--- src/rtl/leb128_fetch.sv ---
// LEB128 immediate fetcher: reads one byte per two cycles from genrom and returns
// the decoded (optionally sign-extended) value plus the address after the immediate.
module leb128_fetch #(
  parameter int MEM_ADDR  = 4,
  parameter int MEM_EXTRA = 4,
  parameter int USE_64B   = 1
) (
  input  logic                          i_clk,
  input  logic                          i_reset,
  input  logic                          i_start,
  input  logic [MEM_ADDR:0]             i_addr_in,
  input  logic                          i_is_signed,
  input  logic                          i_is64,
  output logic                          o_busy,
  output logic                          o_done,
  output logic [63:0]                   o_value,
  output logic [MEM_ADDR:0]             o_next_addr,
  output logic [1:0]                    o_error,
  output logic [MEM_ADDR:0]             o_mem_addr,
  output logic [MEM_EXTRA-1:0]          o_mem_extra,
  input  logic [(2**MEM_EXTRA)*8-1:0]   i_mem_data,
  input  logic                          i_mem_error
);
  typedef enum logic [1:0] {IDLE, FETCH, ACC} state_t;

  state_t            r_state;
  logic [MEM_ADDR:0] r_ptr, r_next_addr;
  logic              r_sgn, r_64;
  logic [63:0]       r_acc, r_value;
  logic [6:0]        r_shift;
  logic [3:0]        r_count;
  logic [1:0]        r_error;

  logic [7:0]        w_byte;
  logic              w_unused_data;
  logic [3:0]        w_count, w_max;
  logic [6:0]        w_shift, w_width;
  logic [5:0]        w_sidx;
  logic [63:0]       w_acc, w_ext, w_trunc, w_res;
  logic [MEM_ADDR:0] w_ptr;
  logic              w_last, w_bad, w_fin;
  logic [1:0]        w_err;

  assign w_byte        = i_mem_data[7:0];
  assign w_unused_data = ^i_mem_data[(2**MEM_EXTRA)*8-1:8];
  assign w_count       = r_count + 4'd1;
  assign w_shift       = r_shift + 7'd7;
  assign w_sidx        = 6'(w_shift - 7'd1);
  assign w_acc         = r_acc | (64'(w_byte[6:0]) << r_shift);
  assign w_ptr         = r_ptr + 1'b1;
  assign w_max         = r_64 ? 4'd10 : 4'd5;
  assign w_width       = r_64 ? 7'd64 : 7'd32;
  assign w_last        = (w_count == w_max);

  // Final byte of a max-length encoding only carries the low bits of the target width.
  always_comb begin
    w_bad = 1'b0;
    if (w_last) begin
      if (r_64) w_bad = r_sgn ? (w_byte[6:1] != {6{w_byte[0]}}) : (w_byte[6:1] != 6'd0);
      else      w_bad = r_sgn ? (w_byte[6:4] != {3{w_byte[3]}}) : (w_byte[6:4] != 3'd0);
    end
  end

  always_comb begin
    w_ext = w_acc;
    if (r_sgn && (w_shift < w_width) && w_acc[w_sidx])
      w_ext = w_acc | (~64'd0 << w_shift);
  end

  assign w_trunc = r_64 ? w_ext : {32'd0, w_ext[31:0]};

  always_comb begin
    w_err = 2'd0;
    if (i_mem_error)      w_err = 2'd1;
    else if (w_byte[7])   w_err = w_last ? 2'd2 : 2'd0;
    else if (w_bad)       w_err = 2'd3;
  end

  assign w_res = (w_err == 2'd0) ? w_trunc : 64'd0;
  assign w_fin = (r_state == ACC) && (i_mem_error || !w_byte[7] || w_last);

  // Results appear in the final ACC cycle and are then held from the registers.
  assign o_done      = w_fin;
  assign o_value     = w_fin ? w_res : r_value;
  assign o_next_addr = w_fin ? w_ptr : r_next_addr;
  assign o_error     = w_fin ? w_err : r_error;
  assign o_busy      = (r_state != IDLE);
  assign o_mem_addr  = o_busy ? r_ptr : '0;
  assign o_mem_extra = '0;

  always_ff @(posedge i_clk or posedge i_reset) begin
    if (i_reset) begin
      r_state     <= IDLE;
      r_ptr       <= '0;
      r_sgn       <= 1'b0;
      r_64        <= 1'b0;
      r_acc       <= '0;
      r_shift     <= '0;
      r_count     <= '0;
      r_value     <= '0;
      r_next_addr <= '0;
      r_error     <= '0;
    end else begin
      case (r_state)
        IDLE: if (i_start) begin
          r_ptr   <= i_addr_in;
          r_sgn   <= i_is_signed;
          r_64    <= (USE_64B != 0) && i_is64;
          r_acc   <= '0;
          r_shift <= '0;
          r_count <= '0;
          r_state <= FETCH;
        end
        FETCH: r_state <= ACC;
        ACC: begin
          r_count <= w_count;
          r_acc   <= w_acc;
          r_shift <= w_shift;
          r_ptr   <= w_ptr;
          if (w_fin) begin
            r_value     <= w_res;
            r_next_addr <= w_ptr;
            r_error     <= w_err;
            r_state     <= IDLE;
          end else begin
            r_state <= FETCH;
          end
        end
        default: r_state <= IDLE;
      endcase
    end
  end
endmodule

--- config.mk ---
export PLATFORM = sky130hd
export DESIGN_NAME = leb128_fetch
export DESIGN_NICKNAME = d
export VERILOG_FILES = /design/src/rtl/leb128_fetch.sv
export SDC_FILE = /design/constraint.sdc
export NUM_CORES = 1
export LEC_CHECK = 0
export ABC_CLOCK_PERIOD_IN_PS = 5500
export CAP_MARGIN = 20
export CORE_UTILIZATION = 40
export DETAILED_ROUTE_END_ITERATION = 16
export GPL_TIMING_DRIVEN = 1
export PLACE_DENSITY_LB_ADDON = 0.08
export SLEW_MARGIN = 20
export SYNTH_ARGS = -nofsm -noshare
export SYNTH_HDL_FRONTEND = slang
export SYNTH_SLANG_ARGS = --single-unit
export TNS_END_PERCENT = 20
--- constraint.sdc ---
create_clock -name i_clk -period 5.5 [get_ports i_clk]
set_input_delay 0.825 -clock i_clk [delete_from_list [all_inputs] [get_ports i_clk]]
set_output_delay 0.825 -clock i_clk [all_outputs]
set_load 0.02 [all_outputs]
After elaboration in Yosys (flattened, before gate mapping)
Index checks and enable logic that the tools add are counted.
Cells by class
  bitwise operators: 2
  add/sub/neg operators: 4
  reduce and logical (&&, ||, !) cells: 14
  shift-type cells: 2
  multiplexer cells: 30
  order comparisons: 2
  eq/ne operators: 6
Operator list (count)
  two-way mux 64 bit: 5
  bitwise OR 64 bit: 2
  case mux 64 bit (2 select lines): 1
  << shifter 64 x 7 -> 64 bit, first input constant: 1
  << shifter 7 x 7 -> 64 bit: 1
  two-way mux 5 bit: 3
  two-way mux 7 bit: 2
  case mux 7 bit (2 select lines): 1
  two-way mux 2 bit: 6
  case mux 5 bit (2 select lines): 1
  two-way mux 4 bit: 2
  case mux 4 bit (2 select lines): 1
  adder 7 x 3 -> 7 bit, second input constant: 1
  less-than comparator 6 x 7 -> 1 bit, second input constant: 1
  less-than comparator 7 bit: 1
  binary-select mux 1 bit (select 6 bit): 1
  two-way mux 1 bit: 6
  != test 6 bit: 1
  case mux 2 bit (3 select lines): 1
  nonzero test 6 bit: 1
  subtractor 6 x 1 -> 6 bit, second input constant: 1
  adder 5 x 1 -> 5 bit, second input constant: 1
  adder 4 x 1 -> 4 bit, second input constant: 1
  == test 4 bit: 1
  11 further kinds: 17
Storage, ports and cells
  logic and storage cells: 70
  bits in registers: 155
  input port bits: 139

Logic depth before layout (Yosys ltp)
Gate-level depths: netlist of the first run.
  depth after elaboration: 10
  depth in mapped cells: 18
  mapped depth without buffers: 13

Worst setup path after synthesis of the first run
Ideal clock, no wire load.
  kind: register to output
  from: register r_shift[0]
  to: output port o_value[27]
  slack: 709 ps
  path buffers: 6
  stages on the path, launching flop included: 17
  arrival: 3966 ps
  data required time: 4675 ps
  path through: dfrtp_1 buf_6 buf_6 buf_4 inv_2 ha_1 inv_1 ha_1 ha_1 clkbuf_1 o31a_1 nand4_1 o2111a_1 a2bb2oi_1 buf_2 buf_4 o41ai_1
Between the ends
  longest elaborated chain between the ends: 9
RTL lines
  from (decl): RTL line 30  | logic [6:0] r_shift;
  from (signal assigned): RTL line 118  | r_shift <= w_shift;
  adder 7 x 3 -> 7 bit or << shifter 7 x 7 -> 64 bit (tied branches): RTL line 47, 49
  subtractor 6 x 1 -> 6 bit or bitwise OR 64 bit (tied branches): RTL line 48, 49
  binary-select mux 1 bit (select 6 bit): RTL line 66  | if (r_sgn && (w_shift < w_width) && w_acc[w_sidx])
  two-way mux 1 bit (implied by the code): RTL line 66
  logical AND 1 bit: RTL line 66
  two-way mux 64 bit (*): RTL line 66
  two-way mux 64 bit (*): RTL line 70  | assign w_trunc = r_64 ? w_ext : {32'd0, w_ext[31:0]};
  two-way mux 64 bit (*): RTL line 79  | assign w_res = (w_err == 2'd0) ? w_trunc : 64'd0;
  two-way mux 64 bit (*)
  to (decl): RTL line 16  | output logic [63:0] o_value,
Mark *: on every way between the ends. The rest lies on a longest branch, timed or not. The select of a mux whose other input is x is not followed.

Worst setup path after layout of the first run
  from: input port i_mem_data[5]
  to: output port o_value[58]
Between the ends
  longest elaborated chain between the ends: 10
RTL lines
  from (decl): RTL line 21  | input logic [(2**MEM_EXTRA)*8-1:0] i_mem_data,
  branches (longest 8 deep; another with << shifter 7 x 7 -> 64 bit)
  two-way mux 64 bit (*): RTL line 79
  two-way mux 64 bit (*)
Mark *: on every way between the ends. The select of a mux whose other input is x is not followed.

==> results of run 1 <==
[synthesized netlist by cell type (14+ instances only)]
cell       instances
nor3_1            15
buf_2             44
nand2_1           69
o21ai_0           54
nor2_1           150
a2bb2oi_1         31
o41ai_1           17
nand3_1           18
dfrtp_1          155
a211oi_1          23
mux2i_1           14
inv_1             18
nor2b_1           14
a21oi_1          143
o31ai_1          114
o22ai_1           14
o211ai_1          24
clkbuf_1          52
[cell families after synthesis]
| kind of cell | count (synthesis) | share of synthesized area, % |
|---|---|---|
| AO/OA/AOI/OAI | 520 | 34.7 |
| XOR/XNOR | 16 | 1.52 |
| adder cells (fa/ha/maj) | 10 | 1.22 |
| buffers and inverters | 142 | 6.37 |
| flip-flops | 155 | 37.9 |
| multiplexers | 22 | 2.36 |
| other | 1 | 0.0366 |
| AND/OR/NAND/NOR | 339 | 15.9 |
[power by group]
group	total [mW]	switching, mW	internal (mW)
registers	1.58	0.188	1.39
clock network	1.21	0.568	0.642
logic	5.08	3.21	1.87
[critical path: stages]
cell	delay (ns)
clkdlybuf4s50_1	0.54
mux2_2	0.36
and2_1	0.18
a221o_2	0.47
buf_4	0.19
a211o_1	0.27
a311oi_1	0.27
o31ai_2	0.14
a32oi_4	0.30
buf_12	0.21
buf_12	0.16
o31ai_1	0.08
clkdlybuf4s50_1	0.56
[cell type report]
type / count / area, µm²
Clock buffer: 17 / 425
Tap cell: 330 / 413
Fill cell: 2411 / 12200
Timing Repair Buffer: 215 / 2110
Inverter: 23 / 98.8
Sequential cell: 155 / 3880
Clock inverter: 15 / 154
Multi-Input combinational cell: 911 / 5850
[state kept, by name (all words and copies together), names as in the netlist]
name	count
r_value	64
r_shift	7
r_64	1
r_error	2
r_count	4
r_sgn	1
r_ptr	5
r_acc	64
r_state	2
r_next_addr	5
[final timing paths]
check                                        endpoint  slack, ns  depth (start not counted)
setup / recovery                          o_value[58]       0.12                         13
hold / removal             r_next_addr[0]$_DFFE_PP0P_       0.47                          2
setup reg to reg              r_value[36]$_DFFE_PP0P_       1.85                          9
hold reg to reg            r_next_addr[0]$_DFFE_PP0P_       0.47                          2
max in group asynchronous     r_value[44]$_DFFE_PP0P_       3.66                          3
min in group asynchronous       r_acc[11]$_DFFE_PP0P_       0.92                          2
[per-stage QoR]
step                hold WS [ns]  util, %
CTS                        0.476     50.8
finish                     0.473     51.5
global route               0.504     51.5
detailed placement         0.461     48.5
floorplan                  0.439        -
global placement           0.452     48.4
[metal layers]
| layer | track usage (%) | up-vias | part of all wire (%) |
|---|---|---|---|
| li1 | - | 4775 | - |
| met1 | 41.2 | 5206 | 43 |
| met2 | 50.3 | 414 | 47 |
| met3 | 4.67 | 81 | 5.9 |
| met4 | 13.3 | 0 | 4.3 |
| met5 | 0 | - | 0 |
[what timing repair did]
| item | 4_1_cts | 5_1_grt |
|---|---|---|
| setup endpoints to repair | 61 | 63 |
| gates resized for setup | 8 | 59 |
| buffers inserted | 0 | 0 |
| gates cloned | 0 | 0 |
==> results.md, run 1 <==
- Die width: 162 µm
- Worst hold path class: register to register
- Synth warn: 0
- Boundary Pins: 221
- Tmin final: 5.38 ns
- Outcome: complete, no violations
- Rows: 58
- Cell area after layout: 12,900 µm²
- Clk_lat worst skew: 0.44 ns
- I/O Buffers: 96
- Yosys reg bits: approximately 160
- DPL Wire Length: between 20,000 and 30,000 µm
- Critical path type: input port to primary output
- Yosys top cell area share: 37.9%
- # clock sinks: 155
- Via density: between 6 and 7
- Min-delay src: r_next_addr[0]$_DFFE_PP0P_
- Commonest non-fill, non-tap cell in the layout: dfrtp_1
- DR WL/cell: 24.2 µm
- WP data required: 4.68 ns
- Leak: 5.96 nW
- CTS tree: built
- Post-synthesis area per instance: ~8.5 µm²
- H-tree Lvls: 4
- Tcrit/Tclk final: between 90% and 100%
- First-iteration detailed-routing DRC count: between 1,000 and 1,500
- Layout Skew: ~0.016 ns
- CTS clk-pin slew, worst paths: around 0.07 ns
- GR Overflow Total: 0
- Core region area: 25,100 µm²
- Leading area contributor after synthesis: dfrtp_1
- Nets: roughly 1,500
- Largest net degree at the start of global routing: 80
- Starting Density: around 41%
- Clk root buf: clkbuf_16
- Actual slew at the worst max-slew pin: 1.18 ns
- Post-DP Area: 12,200 µm²
- Ys async rst share: 100%
- Syn Std Cell Area: 10,200 µm²
- ANT cells: 0
- Cts bufs inserted: 17
- F_max: 186 MHz
- Startpoint types: input port
- Critical path data arrival time: 4.56 ns
- Die H: 162 µm
- Synth Flop Type: dfrtp_1
- CTS Hold Bufs: 0
- Pwr dens: between 600 and 700 nW/µm²
- Share of cells above drive strength 1: ~16%
- Setup ws final: between 0.1 and 0.15 ns
- DIE AREA: 26,200 µm²
- Synth top area cells: dfrtp_1 38%, o31ai_1 8.4%, a21oi_1 7.0%
- Placement Setup Slack: -0.154 ns
- Vias: 10,476
- Initial antenna violation count: 0
- Worst-path fanout max: 20
- Total power: about 8 mW
- Area Growth Syn to Fin: 26.4%
- Vias in the first global route: 9,928
- Worst-case vdd ir drop: 0.317 mV
- Largest buffer count on any clock path: 2
- Final hold vios: 0
- Post-synth EDFFs: 0
- Syn Inst Count: 1,205
- Max_slew headroom: 20.7%
- Worst r2r src: r_shift[4]$_DFFE_PP0P_
- Post-Route Setup TNS: 0 ns
- Seq/Total Area, Yosys: 37.9%
- Cell variety after synth: 81
- Placed insts: 1,634
- CP Launch Point: i_mem_data[5]
- First-pass GRT wire length: 61,000 µm
- WL final: 40,200 µm
- Max-Cap Viols: 0
- Commonest cells after routing, fill and taps aside: 154 x dfrtp_1, 149 x nor2_1, 143 x a21oi_1
- First-pass detailed-route iteration total: 5
- Drt drc: 0
- Crit end category: primary output
- Global Route Usage Sum: ~31%
- Pins Over Slew Limit: 0
- Antenna-violating nets left: 0
- Finish-stage setup viols: 0
- GP Congestion: 0.949
- Post-Layout Cell Count: roughly 1,700
No activity file was read; power rests on OpenSTA's default activity.
==> run 2: changes to the inputs <==
Settings changed: GPL_ROUTABILITY_DRIVEN set to 1.
==> results of run 2 <==
Same layout as run 1: the final DEF is identical, and so are final timing and power.
==> run 3: changes to the inputs <==
Settings changed: REMOVE_ABC_BUFFERS set to 1.
==> run 3 against run 2 <==
The run now ends with negative setup slack left. Register-to-register slack worse by 0.24 ns. Non-clock buffer count is 13 higher. Clock skew is 0.0035 ns lower. Worst hold slack worse by 0.0011 ns. Via count is 0.15% higher. First-iteration DRC count is 3.1% lower. Sequential share of layout area is 0.11 points lower. Clock-buffer cell count is 1 higher. Critical path type unchanged. Critical endpoint is now o_value[37].
==> results.md, run 3 (same netlist as run 1, synthesis figures left out) <==
- Boundary Pins: 221
- Starting Density: around two fifths
- Worst-case vdd ir drop: 0.316 mV
- Pwr dens: between 600 and 700 nW/µm²
- Drt drc: 0
- Setup ws final: -0.0936 ns
- Finish-stage setup viols: 20
- I/O Buffers: 96
- WHS Endpoint: r_state[1]$_DFFE_PP0P_
- Worst hold path class: register to register
- Min-delay src: r_state[1]$_DFFE_PP0P_
- First-pass GRT wire length: ~61,000 µm
- Worst-path fanout max: 30
- Vias: 10,492
- First-pass detailed-route iteration total: 6
- CTS tree: built
- Nets: 1,485
- GP Congestion: 1.00
- Tcrit/Tclk final: 102%
- Area Growth Syn to Fin: 26.8%
- Worst hold slack: ~0.47 ns
- Commonest non-fill, non-tap cell in the layout: dfrtp_1
- Crit end category: primary output
- Worst reg2reg endpoint: r_value[37]$_DFFE_PP0P_
- H-tree Lvls: 4
- DIE AREA: between 20,000 and 30,000 µm²
- Clk_lat worst skew: 0.44 ns
- Tmin final: roughly 5.6 ns
- DPL Wire Length: 27,600 µm
- Largest buffer count on any clock path: 2
- Antenna-violating nets left: 0
- DR WL/cell: roughly 24 µm
- Rows: a little under 60
- F_max: 179 MHz
- Cts bufs inserted: 17
- Vias in the first global route: 10,007
- Share of cells above drive strength 1: 16.1%
- Psw: just under 4 mW
- Initial antenna violation count: 2
- Largest net degree at the start of global routing: slightly above 90
- Worst r2r src: r_shift[0]$_DFFE_PP0P_
- Failing checks: negative setup slack
- CTS clk-pin slew, worst paths: roughly 0.070 ns
- Outcome: finished with violations
- Clk network pwr share: between 10% and 20%
- Max_slew headroom: 31.1%
- Clk root buf: clkbuf_16
- WP data required: 4.68 ns
- Sequential share of power: about a fifth
- Total power: 7.86 mW
- Worst hold stages: 1
- Reg2Reg Depth: 15
- Area of the multi-input gates: 5840 µm²
- Biggest regs: r_acc (64), r_value (64), r_shift (7)
- Register-to-register setup slack: 1.61 ns
- Leak: 6.00 nW
- Core region area: 25,100 µm²
- Switching share of power: 50.4%
- Final hold vios: 0
- Global Route Usage Sum: 30.8%
- Layout Skew: 0.0128 ns
- Die H: ~160 µm
- First-iteration detailed-routing DRC count: between 1,000 and 1,500
- Actual slew at the worst max-slew pin: just over 1 ns
- Critical path type: input port to primary output
- Max-Cap Viols: 0
- Critical path data arrival time: 4.77 ns
- WL final: 39,700 µm
- CTS Hold Bufs: 0
- FILL cells: ~2,500
- Power Internal: 3.90 mW
- Sequential cell area: ~3900 µm²
- Pins Over Slew Limit: 0
- Comb power frac: between 60% and 70%
- ANT cells: 0
- Post-Route Setup TNS: -0.969 ns
- Commonest cells after routing, fill and taps aside: 155 x dfrtp_1, 150 x nor2_1, 143 x a21oi_1
- Via density: approximately 6.2
- # clock sinks: ~160
- GR Overflow Total: 0
- Startpoint types: input port
- RSZ-0062 raised after global routing: yes
- Die width: 162 µm
==> run 3: per-stage QoR <==
step	utilization [%]	cells	cell area, µm²	worst slack (ns)
2_1_floorplan	-	1089	9680	-4.82
3_3_place_gp	48.6	1644	12200	-0.201
3_5_place_dp	48.6	1644	12200	-0.0791
4_1_cts	51.1	1676	12800	0.00225
5_1_grt	51.7	1679	13000	-0.0998
6_report	51.7	1679	13000	-0.0936
==> run 3: routing by layer <==
layer  GRT usage [%]  wire length, µm
met5               0               28
met1            43.2            17900
met3            6.15             2890
met2            46.5            17700
met4            11.6             1250
==> run 3: worst max path at each step <==
stage | end | startpoint | slack, ns | cells past startpoint
finish | o_value[37] | i_mem_data[4] | -0.09 | 13
global route | o_value[37] | r_shift[3]$_DFFE_PP0P_ | -0.1 | 11
CTS | o_value[30] | i_mem_data[4] | 0.002 | 12
detailed placement | o_value[52] | i_mem_data[4] | -0.08 | 14
global placement | o_value[51] | i_mem_data[4] | -0.20 | 14
floorplan | o_value[10] | r_shift[0]$_DFFE_PP0P_ | -4.82 | 11
==> run 3: layout make-up <==
| cell class | instances | share of cell area [%] |
|---|---|---|
| Clock buffer | 18 | 3.31 |
| Inverter | 23 | 0.723 |
| Tap cell | 330 | 3.18 |
| Sequential cell | 155 | 29.9 |
| Multi-Input combinational cell | 911 | 44.9 |
| Clock inverter | 14 | 1.23 |
| Timing Repair Buffer | 228 | 16.7 |
==> run 3: critical path: stages <==
cell and delay (ns):
clkdlybuf4s50_1 0.55, mux2i_1 0.51, a2bb2oi_2 0.19, and2_2 0.29, a211o_1 0.27, a31oi_1 0.43
o21ai_0 0.19, buf_4 0.17, a32oi_4 0.27, buf_4 0.19, buf_12 0.18, o41ai_2 0.11
clkdlybuf4s50_1 0.55
==> run 3: what timing repair did <==
action	CTS	global route
setup buffers	0	3
cloned	0	0
resized for setup	9	48
endpoints found under the setup margin	64	64
pin swaps	0	1
hold endpoints to repair	0	0
==> run 3: power groups by stage <==
stage               Combinational [mW]  Sequential [mW]  Clock (mW)
floorplan                         2.40             1.61           0
global placement                  4.88             1.58           0
detailed placement                4.90             1.59           0
CTS                               4.96             1.57        1.25
global route                      5.36             1.60        1.30
finish                            5.05             1.57        1.24
